[config.mk]
export PLATFORM = sky130hd
export DESIGN_NAME = cpu_step_controller
export DESIGN_NICKNAME = d
export VERILOG_FILES = /design/src/rtl/cpu_step_controller.sv
export SDC_FILE = /design/constraint.sdc
export NUM_CORES = 1
export LEC_CHECK = 0
export ABC_AREA = 1
export CAP_MARGIN = 20
export CORE_AREA = 3 3 59 61
export CTS_CLUSTER_DIAMETER = 120
export DETAILED_ROUTE_END_ITERATION = 8
export DIE_AREA = 0 0 62 64
export PLACE_DENSITY = 0.75
export SYNTH_ARGS = -nofsm -noshare
export SYNTH_HDL_FRONTEND = slang
export SYNTH_SLANG_ARGS = --single-unit
[constraint.sdc]
create_clock -name CLK_in -period 1.7 [get_ports CLK_in]
set_input_delay 0.34 -clock CLK_in [delete_from_list [all_inputs] [get_ports CLK_in]]
set_output_delay 0.34 -clock CLK_in [all_outputs]
set_load 0.03 [all_outputs]
[src/rtl/cpu_step_controller.sv]
// ---------------------------------------------------------------------------
// cpu_step_controller
//
// Generates the clock-enable for the single-cycle CPU's state update.
//   - Step mode: each fresh press of the debounced step button yields exactly
//     one CE pulse. The controller then waits in RELEASE for a holdoff period
//     and for the button to be let go before it re-arms.
//   - Run mode: CE is issued once every RUN_DIV cycles while the run switch
//     is on.
//   - Halt: a CPU halt forces the HALTED state. Only Clear_in, given while
//     halt is low, leaves HALTED.
//
// Parameters
//   RUN_DIV        CLK_in cycles per CE pulse in run mode (>=1)
//   HOLDOFF_CYCLES minimum RELEASE cycles after a step pulse (>=1)
//   COUNT_W        width of Step_count_out
//
// Ports
//   CLK_in          in   1        system clock, posedge
//   RST_n_in        in   1        asynchronous active-low reset
//   Step_btn_in     in   1        debounced step button level (1 = pressed)
//   Run_sw_in       in   1        run-mode switch (1 = free run)
//   Halt_in         in   1        CPU halt level
//   Clear_in        in   1        synchronous count clear; also exits HALTED
//   CPU_CE_out      out  1        registered one-cycle CPU clock enable
//   Step_count_out  out  COUNT_W  CE pulses issued, wraps modulo 2^COUNT_W
//   State_out       out  3        IDLE=0 PULSE=1 RELEASE=2 RUN=3 HALTED=4
// ---------------------------------------------------------------------------
module cpu_step_controller #(
  parameter int RUN_DIV        = 4,
  parameter int HOLDOFF_CYCLES = 8,
  parameter int COUNT_W        = 16
) (
  input  logic               CLK_in,
  input  logic               RST_n_in,
  input  logic               Step_btn_in,
  input  logic               Run_sw_in,
  input  logic               Halt_in,
  input  logic               Clear_in,
  output logic               CPU_CE_out,
  output logic [COUNT_W-1:0] Step_count_out,
  output logic [2:0]         State_out
);

  // Counter widths are held at 1 bit or more so that degenerate parameter
  // values (RUN_DIV=1, HOLDOFF_CYCLES=1) still elaborate.
  localparam int DIV_W  = (RUN_DIV > 1) ? $clog2(RUN_DIV) : 1;
  localparam int HOLD_W = (HOLDOFF_CYCLES > 1) ? $clog2(HOLDOFF_CYCLES) : 1;

  localparam logic [DIV_W-1:0]  DIV_LAST  = DIV_W'(RUN_DIV - 1);
  localparam logic [HOLD_W-1:0] HOLD_INIT = HOLD_W'(HOLDOFF_CYCLES - 1);

  typedef enum logic [2:0] {
    ST_IDLE    = 3'd0,
    ST_PULSE   = 3'd1,
    ST_RELEASE = 3'd2,
    ST_RUN     = 3'd3,
    ST_HALTED  = 3'd4
  } state_t;

  state_t             state;
  logic [DIV_W-1:0]   divider;
  logic [HOLD_W-1:0]  holdoff;
  logic               btn_q;
  logic               rise;
  logic [COUNT_W-1:0] step_count;

  // btn_q resets to 1. A button that is already held when reset releases
  // therefore has no rising edge and does not produce a step.
  assign rise = Step_btn_in & ~btn_q;

  assign State_out      = state;
  assign Step_count_out = step_count;

  // Main sequencer. CPU_CE_out is registered together with the state, so it
  // is high exactly in the PULSE cycle and in the RUN tick cycles. Halt
  // overrides every transition except leaving HALTED itself. A PULSE that has
  // already been entered keeps its CE, because that CE was registered on the
  // entry edge.
  always_ff @(posedge CLK_in or negedge RST_n_in) begin
    if (!RST_n_in) begin
      state      <= ST_IDLE;
      CPU_CE_out <= 1'b0;
      divider    <= '0;
      holdoff    <= '0;
      btn_q      <= 1'b1;
    end else begin
      btn_q      <= Step_btn_in;
      CPU_CE_out <= 1'b0;
      if (Halt_in && (state != ST_HALTED)) begin
        state   <= ST_HALTED;
        divider <= '0;
      end else begin
        case (state)
          ST_IDLE: begin
            // The run switch takes precedence over a simultaneous press.
            if (Run_sw_in) begin
              state   <= ST_RUN;
              divider <= '0;
            end else if (rise) begin
              state      <= ST_PULSE;
              CPU_CE_out <= 1'b1;
            end
          end

          ST_PULSE: begin
            state   <= ST_RELEASE;
            holdoff <= HOLD_INIT;
          end

          ST_RELEASE: begin
            // Presses here are dropped. Re-arming requires both the holdoff
            // to have expired and the button to be up.
            if (holdoff != '0) begin
              holdoff <= holdoff - HOLD_W'(1);
            end else if (!Step_btn_in) begin
              state <= ST_IDLE;
            end
          end

          ST_RUN: begin
            // A switch sampled low suppresses any tick that would have fired
            // on the same edge.
            if (!Run_sw_in) begin
              state   <= ST_IDLE;
              divider <= '0;
            end else if (divider == DIV_LAST) begin
              divider    <= '0;
              CPU_CE_out <= 1'b1;
            end else begin
              divider <= divider + DIV_W'(1);
            end
          end

          ST_HALTED: begin
            if (Clear_in && !Halt_in) begin
              state <= ST_IDLE;
            end
          end

          default: begin
            state <= ST_IDLE;
          end
        endcase
      end
    end
  end

  // The count increments at the end of each cycle in which CE is high. A
  // reset that lands during a CE cycle therefore leaves no partial count
  // behind. When Clear_in and an increment coincide, the clear wins.
  always_ff @(posedge CLK_in or negedge RST_n_in) begin
    if (!RST_n_in) begin
      step_count <= '0;
    end else if (Clear_in) begin
      step_count <= '0;
    end else if (CPU_CE_out) begin
      step_count <= step_count + COUNT_W'(1);
    end
  end

endmodule

* Yosys cells after proc, flatten, opt, wreduce, memory -nomap -nowiden
Cells that the tools add are included.
** Word-level totals
- Bits in registers :: 26
- Input bits :: 6
- Output and inout bits :: 20
- Logic and storage cells :: 59
** Cells by class
- Add/sub/neg operators :: 3
- Eq/ne operators :: 13
- Multiplexer cells :: 23
- Bitwise operators :: 3
- Reductions and logical operators :: 11
** Operators with widths (count)
- $mux 16 :: 2
- $mux 3 :: 8
- $ne 3x3->1 const B :: 6
- $add 16x1->16 const B :: 1
- $pmux 3 s5 :: 1
- $mux 2 :: 4
- $eq 3x2->1 const B :: 2
- $pmux 3 s2 :: 1
- $reduce_bool 3->1 :: 2
- $mux 1 :: 5
- $reduce_and 5->1 :: 1
- $ne 4x4->1 const B :: 1
- $pmux 2 s2 :: 1
- $reduce_bool 2->1 :: 2
- $eq 3x1->1 const B :: 1
- $eq 3x3->1 const B :: 1
- $logic_not 3->1 :: 1
- $reduce_and 3->1 :: 1
- $sub 3x1->3 const B :: 1
- $add 2x1->2 const B :: 1
- $eq 2x2->1 const B :: 1
- $logic_and 1x1->1 :: 2
- $ne 2x2->1 const B :: 1
- $not 1->1 :: 2
- other kinds (4) :: 4

* Logic depth before layout (Yosys ltp)
Gate-level depths: netlist (run 1).
- Depth after elaboration :: 6
- Mapped depth :: 8
- Depth with buffers taken out :: 8

* Worst setup path after synthesis (run 1)
Ideal clock, no wire load.
- Path kind :: register to register
- Start point :: register step_count[0] (netlist: Step_count_out[0])
- End point :: register step_count[14] (netlist: Step_count_out[14])
- Setup time :: 120 ps
- Arrival :: 1336 ps
- Data required time :: 1580 ps
- Path slack :: 244 ps
- Cell stages (with the launch flop) :: 9
- Path through :: dfrtp_1 > ha_1 > inv_1 > nor2_1 > nand3_1 > nor2_2 > nand3_1 > nand2_1 > nor2_1
** Between the ends
- Word-level cells in the longest chain between the ends :: 3
** RTL lines
- start: declaration :: line 66 : logic [COUNT_W-1:0] step_count;
- start signal: assignment :: line 158 : step_count <= step_count + COUNT_W'(1);
- $add 16x1->16 :: line 158
- $mux 16 :: line 157 : end else if (CPU_CE_out) begin
- $mux 16 :: line 155 : end else if (Clear_in) begin
No other way between the ends. The select of a mux whose other input is x is not followed.
A chain may end at the register's enable or synchronous reset.

* Worst setup path after layout (run 1)
- Start point :: register step_count[3] (netlist: Step_count_out[3])
- End point :: output port Step_count_out[3]
** RTL lines
- end: declaration :: line 41 : output logic [COUNT_W-1:0] Step_count_out,
No word-level cell between the ends.

==> results of run 1 <==
==> registers in the layout (all words and copies together), names as in the netlist <==
signal          flops
State_out           3
divider             2
holdoff             3
CPU_CE_out          1
btn_q               1
Step_count_out     16
==> routing by layer <==
layer  global-route usage (%)  vias up
li1                         -      694
met2                    28.37       28
met4                    7.162        0
met3                    2.424        4
met5                        0        -
met1                    21.25      619
==> layout make-up <==
class	instances	share of cell area, %
Sequential cell	26	34.78
Multi-Input combinational cell	140	39.45
Timing Repair Buffer	33	15.22
Inverter	31	6.208
Tap cell	44	2.937
Clock buffer	4	1.402
==> kinds of logic (layout without fill, tap and decap cells) <==
family / Yosys count / count (layout) / share of synthesized area (%)
and+or+nand+nor: 111 / 111 / 35.44
adders and majority gates: 4 / 4 / 3.290
DFF: 26 / 26 / 42.85
muxes: 1 / 1 / 0.6579
xor gates and xnor gates: 2 / 2 / 1.152
AOI/OAI and AO/OA: 22 / 22 / 8.059
buffers and inverters: 32 / 68 / 8.552
==> cells in the final DEF, fill, tap and decap left out <==
master           instances
nand2_1                 44
nor2_1                  31
inv_1                   26
dfrtp_1                 25
dlygate4sd2_1           20
nand3_1                 15
o21ai_0                  8
buf_4                    8
a21oi_1                  7
inv_2                    5
clkdlybuf4s50_1          5
nand2_2                  4
ha_1                     4
nor2_4                   3
clkbuf_4                 3
nand3_2                  2
nor3_1                   2
o21bai_1                 2
o211ai_1                 2
xnor2_1                  2
o21ai_1                  2
nor2_2                   2
nand4_1                  2
or2_2                    1
nand2_4                  1
nand3_4                  1
o21a_1                   1
nor3_4                   1
mux2i_1                  1
nor3_2                   1
nor3b_1                  1
dfstp_2                  1
clkbuf_1                 1
==> stage by stage <==
step                      worst slack, ns  total power [mW]
final                              0.1524             1.639
after global routing              0.06758             1.771
after CTS                          0.1347             1.669
after detailed placement          0.02350             1.414
after global placement            0.05033             1.407
after floorplan                    0.2443             1.198
==> worst max path at each step <==
stage                                  start                             end  slack, ns  cells after the start
3_5_place_dp                        Clear_in  Step_count_out[10]$_DFFE_PN0P_       0.02                      8
6_report       Step_count_out[3]$_DFFE_PN0P_               Step_count_out[3]       0.15                      1
3_3_place_gp                        Clear_in  Step_count_out[10]$_DFFE_PN0P_       0.05                      8
2_1_floorplan  Step_count_out[0]$_DFFE_PN0P_  Step_count_out[14]$_DFFE_PN0P_       0.24                      8
4_1_cts        Step_count_out[3]$_DFFE_PN0P_               Step_count_out[3]       0.13                      1
5_1_grt        Step_count_out[3]$_DFFE_PN0P_               Step_count_out[3]       0.07                      1
==> power by group through the flow <==
stage | Clock, mW | Combinational (mW) | Sequential, mW
floorplan | 0 | 0.357 | 0.841
global placement | 0 | 0.657 | 0.750
detailed placement | 0 | 0.665 | 0.749
CTS | 0.287 | 0.644 | 0.738
global route | 0.311 | 0.715 | 0.745
finish | 0.268 | 0.634 | 0.737
==> metrics.csv, run 1 <==
metric,value,unit
status,finished clean,
die_w,62,um
relSlewSlack,78.20,%
wl_met2,1493,um
seqPwrFrac,45.0,%
worstPathMaxFanout,6,
hp-class,primary input to async pin,
drc,0,
io_pins,26,
dp.cells,274,
grt_pass1_vias,1248,
synthArstFlopShare,100.0,%
numCtsBuffers,3,
stdcell_count,278,
grt_antenna_before_repair,0,
yosysTopAreaCell,dfrtp_1,
clock-root-buffer,clkbuf_4,
vdd_drop_max,0.0006551,V
n_antenna_cell,0,
worstSetupStartpointType,register,
place_hpwl,2389,um
rr_startpoint,State_out[2]$_DFFE_PN0P_,
cts_hold_repair.buffers,0,
rsz0062_at_grt,no,
cts_tree,yes,
p_switching,0.6195,mW
avgSynthCellArea,7.684,sq um
setup_tns,0,ns
ant_nets,0,
drv_slew,0,
yosys.area.top_type_share,41.12,%
endpoint_kind,primary output,
clock_skew,0.005439,ns
pwr-share-clk,16.4,%
dieArea,3968,sq um
critPathMaxStageDelay,0.47,ns
worst-setup-path-type,register to primary output,
path_clk_slew,0.14,ns
timing.fmax,646.2,MHz
r2r_end,State_out[0]$_DFFE_PN0P_,
worstPathArrival,1.21,ns
wl_per_cell,10.82,um
multi_input_area,739.5,sq um
synth-seq-cells,26,
grt_start_max_net_pins,27,
final_util,61.90,%
clk_latency,0.32,ns
postSynthCellCount,198,
synth_edf_count,0,
finalWeightedCongestion,0.8651,
grt_usage,17.05,%
fin_hold_ws,0.3739,ns
hold_viol,0,
totalWireLength,3008,um
ff2ff_setup_slack,0.34,ns
rows,20,
clock_sinks,26,
synthTopCellsByArea,"dfrtp_1 41%, nand2_1 11%, nor2_1 7.6%",
grt_pass1_wl,5230,um
drt_iter0_drc,78,
dr_wl_met3,111,um
first_pass_iters,4,
synth_commonest_cells,"44 x nand2_1, 31 x nor2_1, 26 x inv_1",
highest_layer,met4,
vias,1345,
synth_area,1521,sq um
post_cts_buffers,0,
fin_crit,1.548,ns
min_period_over_period,91.04,%
dpl-instance-area,1873,sq um
ys_seq_area_share,42.85,%
p_int,1.020,mW
fin_nets,245,
ctsResizeCount,20,
worst_pin_slew,0.3269,ns
cts.path.max_buffers,2,
combPwrFrac,38.7,%
seq_area,651.9,sq um
cap_viol_max_count,0,
die_y,64,um
power.leakage,0.9611,nW
htreeDepth,1,
start_util,50.25,%
area_delta_synth_final,23.19,%
path_cells,dlygate4sd2_1,
cp_num_buf_inv,1,
reg2reg_depth,9,
final_area,1874,sq um
core-area,3028,sq um
cp_slowest_cell,dfrtp_1,
drive_above_1_share,14.10,%
yosys_warnings,0,
power-per-cell-area,874.5,nW/um^2
ys_types,29,
fillers,292,
crit_required,1.36,ns
syn_nets,208,
synthFlopType,dfrtp_1,
cp_top_family,flip-flops,
setup_violations,0,
overflow,0,
viasPerCell,4.838,
drt-met1-wl,1372,um
netSwitchingFraction,37.80,%
synth.most_common_cell,nand2_1,
io_buffers,25,
Note: power is estimated with default switching activity, not from simulation.
==> inputs of run 2 (changes only) <==
==> config.mk (replaced) <==
export PLATFORM = sky130hd
export DESIGN_NAME = cpu_step_controller
export DESIGN_NICKNAME = d
export VERILOG_FILES = /design/src/rtl/cpu_step_controller.sv
export SDC_FILE = /design/constraint.sdc
export NUM_CORES = 1
export LEC_CHECK = 0
export CAP_MARGIN = 20
export CORE_AREA = 3 3 56 58
export CTS_CLUSTER_DIAMETER = 120
export DETAILED_ROUTE_END_ITERATION = 8
export DIE_AREA = 0 0 59 61
export MAX_ROUTING_LAYER = met4
export PLACE_DENSITY = 0.77
export SYNTH_ARGS = -nofsm -noshare
export SYNTH_HDL_FRONTEND = slang
export SYNTH_SLANG_ARGS = --single-unit
==> run 2 against run 1 <==
Effect of this change:
- clock skew rose by 0.0067 ns
- register-to-register slack got worse by 0.18 ns
- combinational power shrank 66%
- non-clock buffer count up 6
- wire length decreased by 1.5%
- total power shrank 18%
- largest power group unchanged
- worst hold slack lost 0.020 ns
==> metrics.csv, run 2 <==
metric,value,unit,change
dieArea,3599,sq um,was 3968 sq um
clk_latency,0.33,ns,was 0.32 ns
grt_antenna_before_repair,0,,unchanged
relSlewSlack,77.56,%,was 78.20%
syn_nets,147,,was 208
critPathMaxStageDelay,0.47,ns,about the same
final_common_cell,dfrtp_1,,was nand2_1
overflow,0,,unchanged
status,finished clean,,unchanged
vdd_drop_max,0.0005729,V,was 0.0006551 V
die_y,61,um,was 64 um
power-per-cell-area,766.7,nW/um^2,was 874.5 nW/um^2
synth-compound-area-share,14.14,%,was 8.059%
synthArstFlopShare,100.0,%,unchanged
fin_hold_ws,0.3542,ns,was 0.3739 ns
clock-root-buffer,clkbuf_4,,unchanged
synthFlopType,dfrtp_1,,unchanged
p_int,1.002,mW,was 1.020 mW
power.leakage,0.8486,nW,was 0.9611 nW
cp_num_buf_inv,1,,unchanged
synthTopCellsByArea,"dfrtp_1 46%, xor2_1 5.8%, nor2_1 4.7%",,"was dfrtp_1 41%, nand2_1 11%, nor2_1 7.6%"
wl_per_cell,14.53,um,was 10.82 um
cts_tree,yes,,unchanged
first_pass_iters,4,,unchanged
area_delta_synth_final,28.01,%,was 23.19%
clock_skew,0.01210,ns,was 0.005439 ns
reg2reg_depth,5,,was 9
path_cells,dlygate4sd2_1,,unchanged
yosysTopAreaCell,dfrtp_1,,unchanged
drive_above_1_share,12.72,%,was 14.10%
cp_slowest_cell,dfrtp_1,,unchanged
worstPathMaxFanout,6,,unchanged
viasPerCell,5.725,,was 4.838
rsz0062_at_grt,no,,unchanged
grt_pass1_vias,1163,,was 1248
die_w,59,um,was 62 um
place_hpwl,2303,um,was 2389 um
p_switching,0.3356,mW,was 0.6195 mW
layout_common_cells,"25 x dfrtp_1, 20 x dlygate4sd2_1, 17 x nor2_1, 14 x buf_4",,"was 44 x nand2_1, 31 x nor2_1, 26 x inv_1, 25 x dfrtp_1, 20 x dlygate4sd2_1"
post_cts_buffers,0,,unchanged
r2r_end,holdoff[0]$_DFFE_PN0P_,,was State_out[0]$_DFFE_PN0P_
largest_reg_flops,16,,unchanged
ys_seq_area_share,47.84,%,was 42.85%
cp.depth,1,,unchanged
yosys.area.top_type_share,45.91,%,was 41.12%
timing.fmax,639.8,MHz,was 646.2 MHz
numCtsBuffers,3,,unchanged
fillers,228,,was 292
avgSynthCellArea,9.946,sq um,was 7.684 sq um
io_buffers,25,,unchanged
htreeDepth,1,,unchanged
yosys.area_share.adder,3.673,%,was 3.289%
worstPathArrival,1.22,ns,was 1.21 ns
setup_violations,0,,unchanged
synth_xor_area_share,7.071,%,was 1.151%
io_pins,26,,unchanged
netSwitchingFraction,25.10,%,was 37.80%
synth.most_common_cell,dfrtp_1,,was nand2_1
crit_path_start,Step_count_out[8]$_DFFE_PN0P_,,was Step_count_out[3]$_DFFE_PN0P_
hp-class,primary input to async pin,,unchanged
synth_commonest_cells,"25 x dfrtp_1, 17 x nor2_1, 9 x o21ai_0, 9 x xor2_1",,"was 44 x nand2_1, 31 x nor2_1, 26 x inv_1"
totalWireLength,2964,um,was 3008 um
worstSetupStartpointType,register,,unchanged
grt_pass1_wl,5016,um,was 5230 um
yosys_warnings,0,,unchanged
ant_nets,0,,unchanged
vias,1168,,was 1345
drt_iter0_drc,24,,was 78
seqPwrFrac,51.7,%,was 45.0%
synth_simple_gate_area_share,20.94,%,was 35.44%
synth_area,1363,sq um,was 1521 sq um
hold_viol,0,,unchanged
postSynthCellCount,137,,was 198
min_period_over_period,91.94,%,was 91.04%
ys_types,37,,was 29
synth_top_family_by_area,simple AND/OR/NAND/NOR gates,,unchanged
start_util,50.28,%,was 50.25%
endpoint_kind,primary output,,unchanged
worst-setup-path-type,register to primary output,,unchanged
rr_startpoint,State_out[2]$_DFFE_PN0P_,,unchanged
synth_mux_area_share,2.296,%,was 0.6579%
fin_nets,184,,was 245
synth_edf_count,0,,unchanged
fin_crit,1.563,ns,was 1.548 ns
path_clk_slew,0.15,ns,was 0.14 ns
ctsResizeCount,20,,unchanged
drv_slew,0,,unchanged
dpl-instance-area,1717,sq um,was 1873 sq um
combPwrFrac,16.3,%,was 38.7%
final_area,1744,sq um,was 1874 sq um
n_antenna_cell,0,,unchanged
crit_required,1.36,ns,about the same
rows,19,,was 20
synth-seq-cells,26,,unchanged
cts_hold_repair.buffers,0,,unchanged
clock_sinks,26,,unchanged
critPathCapture,Step_count_out[8],,was Step_count_out[3]
drc,0,,unchanged
cp_top_family,flip-flops,,unchanged
grt_start_max_net_pins,27,,unchanged
finalWeightedCongestion,0.8414,,was 0.8651
core-area,2710,sq um,was 3028 sq um
ff2ff_setup_slack,0.16,ns,was 0.34 ns
worst_pin_slew,0.3366,ns,was 0.3269 ns
cts.path.max_buffers,2,,unchanged
cap_viol_max_count,0,,unchanged
pwr-share-clk,32.0,%,was 16.4%
grt_usage,18.99,%,was 17.05%
run 2: cell count changes after synthesis, sizes merged, moves of 3 or more:
cell,before,now
and4,0,3
nand3,18,8
nor3,4,0
or3,0,4
nand4,2,5
inv,31,4
buf,0,4
nor2,36,17
nand2,49,7
nor2b,0,3
xor2,0,9
run 2: how the worst min path moves through the flow:
stage | startpoint | end | slack [ns] | cells past startpoint
after global routing | RST_n_in | Step_count_out[12]$_DFFE_PN0P_ | 0.36 | 2
after global placement | holdoff[1]$_DFFE_PN0P_ | holdoff[1]$_DFFE_PN0P_ | 0.53 | 1
after floorplan | RST_n_in | CPU_CE_out$_DFF_PN0_ | 0.04 | 0
after detailed placement | holdoff[1]$_DFFE_PN0P_ | holdoff[1]$_DFFE_PN0P_ | 0.54 | 1
after CTS | RST_n_in | Step_count_out[12]$_DFFE_PN0P_ | 0.36 | 2
final | RST_n_in | Step_count_out[12]$_DFFE_PN0P_ | 0.35 | 2
run 2: cells by family after synthesis:
| group | after synthesis |
|---|---|
| AND/OR/NAND/NOR | 53 |
| buffers and inverters | 11 |
| multiplexers | 3 |
| XOR/XNOR | 11 |
| flip-flops | 26 |
| adder cells (fa/ha/maj) | 4 |
| AO/OA/AOI/OAI | 29 |
run 2: routing by layer:
layer | track usage [%] | wire length, um
met1 | 19.44 | 1181
met3 | 2.553 | 116
met5 | - | 0
met4 | 7.443 | 65
met2 | 36.28 | 1600
run 2: layout make-up:
class	count	area (sq um)	area share, %
Clock buffer	3	22.52	1.291
Clock inverter	1	30.03	1.722
Inverter	4	15.01	0.8608
Multi-Input combinational cell	100	655.6	37.59
Sequential cell	26	651.9	37.37
Tap cell	31	38.79	2.224
Timing Repair Buffer	39	330.3	18.94
run 2: power by group through the flow:
| stage | logic (mW) | clock network [mW] | registers (mW) |
|---|---|---|---|
| finish | 0.218 | 0.428 | 0.691 |
| global route | 0.244 | 0.467 | 0.697 |
| CTS | 0.221 | 0.438 | 0.692 |
| detailed placement | 0.224 | 0 | 0.702 |
| global placement | 0.205 | 0 | 0.700 |
| floorplan | 0.129 | 0 | 0.710 |
run 2: through the flow:
| stage | utilization, % | worst slack, ns | TNS, ns | total power [mW] | std cells |
|---|---|---|---|---|---|
| 2_1_floorplan | - | 0.08774 | 0 | 0.8391 | 137 |
| 3_3_place_gp | 63.34 | -0.07120 | -0.2040 | 0.9051 | 200 |
| 3_5_place_dp | 63.34 | -0.1321 | -0.4779 | 0.9267 | 200 |
| 4_1_cts | 64.36 | 0.1176 | 0 | 1.350 | 204 |
| 5_1_grt | 64.36 | 0.05855 | 0 | 1.408 | 204 |
| 6_report | 64.36 | 0.1370 | 0 | 1.337 | 204 |
run 2: worst register-to-register path, cell delays in order (launching register included):
cell and delay (ns):
dfrtp_1 0.41, buf_4 0.16, or2_0 0.28, nor3b_1 0.31, mux2_2 0.22, a2bb2oi_1 0.06
==> inputs of run 3 (changes only) <==
--- a/config.mk
+++ b/config.mk
@@ -6,12 +6,11 @@
 export NUM_CORES = 1
 export LEC_CHECK = 0
 export CAP_MARGIN = 20
-export CORE_AREA = 3 3 56 58
-export CTS_CLUSTER_DIAMETER = 120
+export CORE_AREA = 3 3 54 56
 export DETAILED_ROUTE_END_ITERATION = 8
-export DIE_AREA = 0 0 59 61
+export DIE_AREA = 0 0 57 59
 export MAX_ROUTING_LAYER = met4
-export PLACE_DENSITY = 0.77
+export PLACE_DENSITY = 0.82
 export SYNTH_ARGS = -nofsm -noshare
 export SYNTH_HDL_FRONTEND = slang
 export SYNTH_SLANG_ARGS = --single-unit
==> constraint.sdc (replaced) <==
create_clock -name CLK_in -period 1.9 [get_ports CLK_in]
set_input_delay 0.38 -clock CLK_in [delete_from_list [all_inputs] [get_ports CLK_in]]
set_output_delay 0.38 -clock CLK_in [all_outputs]
set_load 0.03 [all_outputs]
==> run 3 against run 2 <==
Effect of this change:
- critical path depth stayed put
- largest cell class unchanged
- largest power group unchanged
- highest routed layer unchanged
- combinational power shrank 11%
- setup slack got worse by 0.098 ns
- sequential power decreased by 9.8%
==> metrics.csv, run 3 (synthesis gave the netlist of run 2 again) <==
metric,value,unit,change
setup_violations,0,,unchanged
hp-class,primary input to async pin,,unchanged
drt_iter0_drc,27,,was 24
viasPerCell,5.886,,was 5.725
drv_slew,0,,unchanged
worstPathArrival,1.48,ns,was 1.22 ns
stdcell_count,201,,was 204
grt_pass1_wl,5388,um,was 5016 um
path_cells,clkdlybuf4s50_1,,was dlygate4sd2_1
die_y,59,um,was 61 um
finalWeightedCongestion,0.8468,,was 0.8414
ant_nets,0,,unchanged
rr_startpoint,Step_count_out[3]$_DFFE_PN0P_,,was State_out[2]$_DFFE_PN0P_
worst_pin_slew,0.3360,ns,was 0.3366 ns
post-place-ws,-0.02560,ns,was -0.1321 ns
htreeDepth,1,,unchanged
worst-setup-path-type,register to primary output,,unchanged
min_period_over_period,97.93,%,
power.total,1.092,mW,was 1.337 mW
dr_wl_met3,133,um,was 116 um
power-per-cell-area,626.8,nW/um^2,was 766.7 nW/um^2
relSlewSlack,77.60,%,was 77.56%
multi_input_area,655.6,sq um,unchanged
reg2reg_depth,4,,was 5
r2r_end,Step_count_out[15]$_DFFE_PN0P_,,was holdoff[0]$_DFFE_PN0P_
final_common_cell,dfrtp_1,,unchanged
ff2ff_setup_slack,0.36,ns,was 0.16 ns
wl_per_cell,15.24,um,was 14.53 um
cp_top_family,buffers and inverters,,was flip-flops
hold_viol,0,,unchanged
cap_viol_max_count,0,,unchanged
start_util,55.00,%,was 50.28%
rows,18,,was 19
cp_num_buf_inv,1,,unchanged
p_int,0.7990,mW,was 1.002 mW
grt_pass1_vias,1243,,was 1163
drive_above_1_share,11.70,%,was 12.72%
cts.path.max_buffers,2,,unchanged
die_w,57,um,was 59 um
drc,0,,unchanged
combPwrFrac,17.7,%,was 16.3%
fin_ws,0.03934,ns,was 0.1370 ns
fillers,185,,was 228
seq_area,651.9,sq um,unchanged
largest_reg_flops,16,,unchanged
netSwitchingFraction,26.81,%,was 25.10%
clock_skew,0.01584,ns,was 0.01210 ns
status,finished clean,,unchanged
numCtsBuffers,3,,unchanged
p_switching,0.2927,mW,was 0.3356 mW
clock-root-buffer,clkbuf_4,,unchanged
totalWireLength,3064,um,was 2964 um
worstSetupStartpointType,register,,unchanged
cp_slowest_cell,clkdlybuf4s50_1,,was dfrtp_1
vdd_drop_max,0.0005257,V,was 0.0005729 V
drt-met1-wl,1209,um,was 1181 um
cts_tree,yes,,unchanged
clk_latency,0.32,ns,was 0.33 ns
place_hpwl,2327,um,was 2303 um
crit_required,1.52,ns,was 1.36 ns
dp.cells,197,,was 200
vias,1183,,was 1168
highest_layer,met4,,unchanged
fin_nets,182,,was 184
area_delta_synth_final,27.82,%,was 28.01%
core-area,2477,sq um,was 2710 sq um
grt_start_max_net_pins,27,,unchanged
endpoint_kind,primary output,,unchanged
pwr-share-clk,25.2,%,was 32.0%
layout_common_cells,"25 x dfrtp_1, 20 x clkdlybuf4s50_1, 17 x nor2_1, 12 x buf_4",,"was 25 x dfrtp_1, 20 x dlygate4sd2_1, 17 x nor2_1, 14 x buf_4"
fin_crit,1.861,ns,
post_cts_buffers,0,,unchanged
first_pass_iters,4,,unchanged
critPathMaxStageDelay,0.70,ns,was 0.47 ns
ctsResizeCount,2,,was 20
grt_antenna_before_repair,0,,unchanged
io_pins,26,,unchanged
path_clk_slew,0.15,ns,about the same
dieArea,3363,sq um,was 3599 sq um
wl_met2,1659,um,was 1600 um
n_antenna_cell,0,,unchanged
io_buffers,25,,unchanged
seqPwrFrac,57.1,%,was 51.7%
power.leakage,0.8018,nW,was 0.8486 nW
timing.fmax,537.4,MHz,
worstPathMaxFanout,5,,was 6
cts_hold_repair.buffers,0,,unchanged
overflow,0,,unchanged
clock_sinks,26,,unchanged
grt_usage,20.62,%,was 18.99%
crit_path_start,Step_count_out[12]$_DFFE_PN0P_,,was Step_count_out[8]$_DFFE_PN0P_
## run 3: cell count changes in the layout (fill, tap and decap cells not counted)
cell	before	now
dlygate4sd2_1	20	2
clkdlybuf4s50_1	5	20
dlymetal6s2s_1	0	3
buf_4	14	12
bufinv_16	1	0
clkbuf_8	0	1
## run 3: per-layer routing
layer  global-route usage [%]  up-vias
met5                        -        -
met4                    7.285        0
met3                    2.397        8
met2                    37.68       34
met1                    23.35      587
li1                         -      554
## run 3: layout make-up
class                      count  share of cell area (%)
tap                           30                   2.155
clock buffer                   4                   2.083
inverter                       4                  0.8621
sequential                    26                   37.43
multi-input combinational    100                   37.64
timing repair buffer          37                   19.83
## run 3: how the worst max path moves through the flow
stage | slack [ns] | cells past startpoint | endpoint
after floorplan | 0.29 | 5 | Step_count_out[13]$_DFFE_PN0P_
after global placement | 0.08 | 5 | Step_count_out[15]$_DFFE_PN0P_
after detailed placement | -0.03 | 5 | Step_count_out[15]$_DFFE_PN0P_
after CTS | 0.003 | 1 | Step_count_out[2]
after global routing | -0.008 | 1 | Step_count_out[12]
final | 0.04 | 1 | Step_count_out[12]
## run 3: power groups by stage
| stage | sequential (mW) | combinational (mW) | clock [mW] |
|---|---|---|---|
| floorplan | 0.636 | 0.115 | 0 |
| global placement | 0.629 | 0.179 | 0 |
| detailed placement | 0.632 | 0.197 | 0 |
| CTS | 0.622 | 0.195 | 0.285 |
| global route | 0.627 | 0.217 | 0.298 |
| finish | 0.623 | 0.193 | 0.275 |
## run 3: stage by stage
step	hold slack, ns	TNS (ns)	util [%]	area, sq um
after floorplan	0.08441	0	-	1363
after global placement	0.5282	0	68.64	1700
after detailed placement	0.5364	-0.02560	68.64	1700
after CTS	0.4259	0	70.00	1734
after global routing	0.4418	-0.007575	70.30	1742
final	0.4185	0	70.30	1742
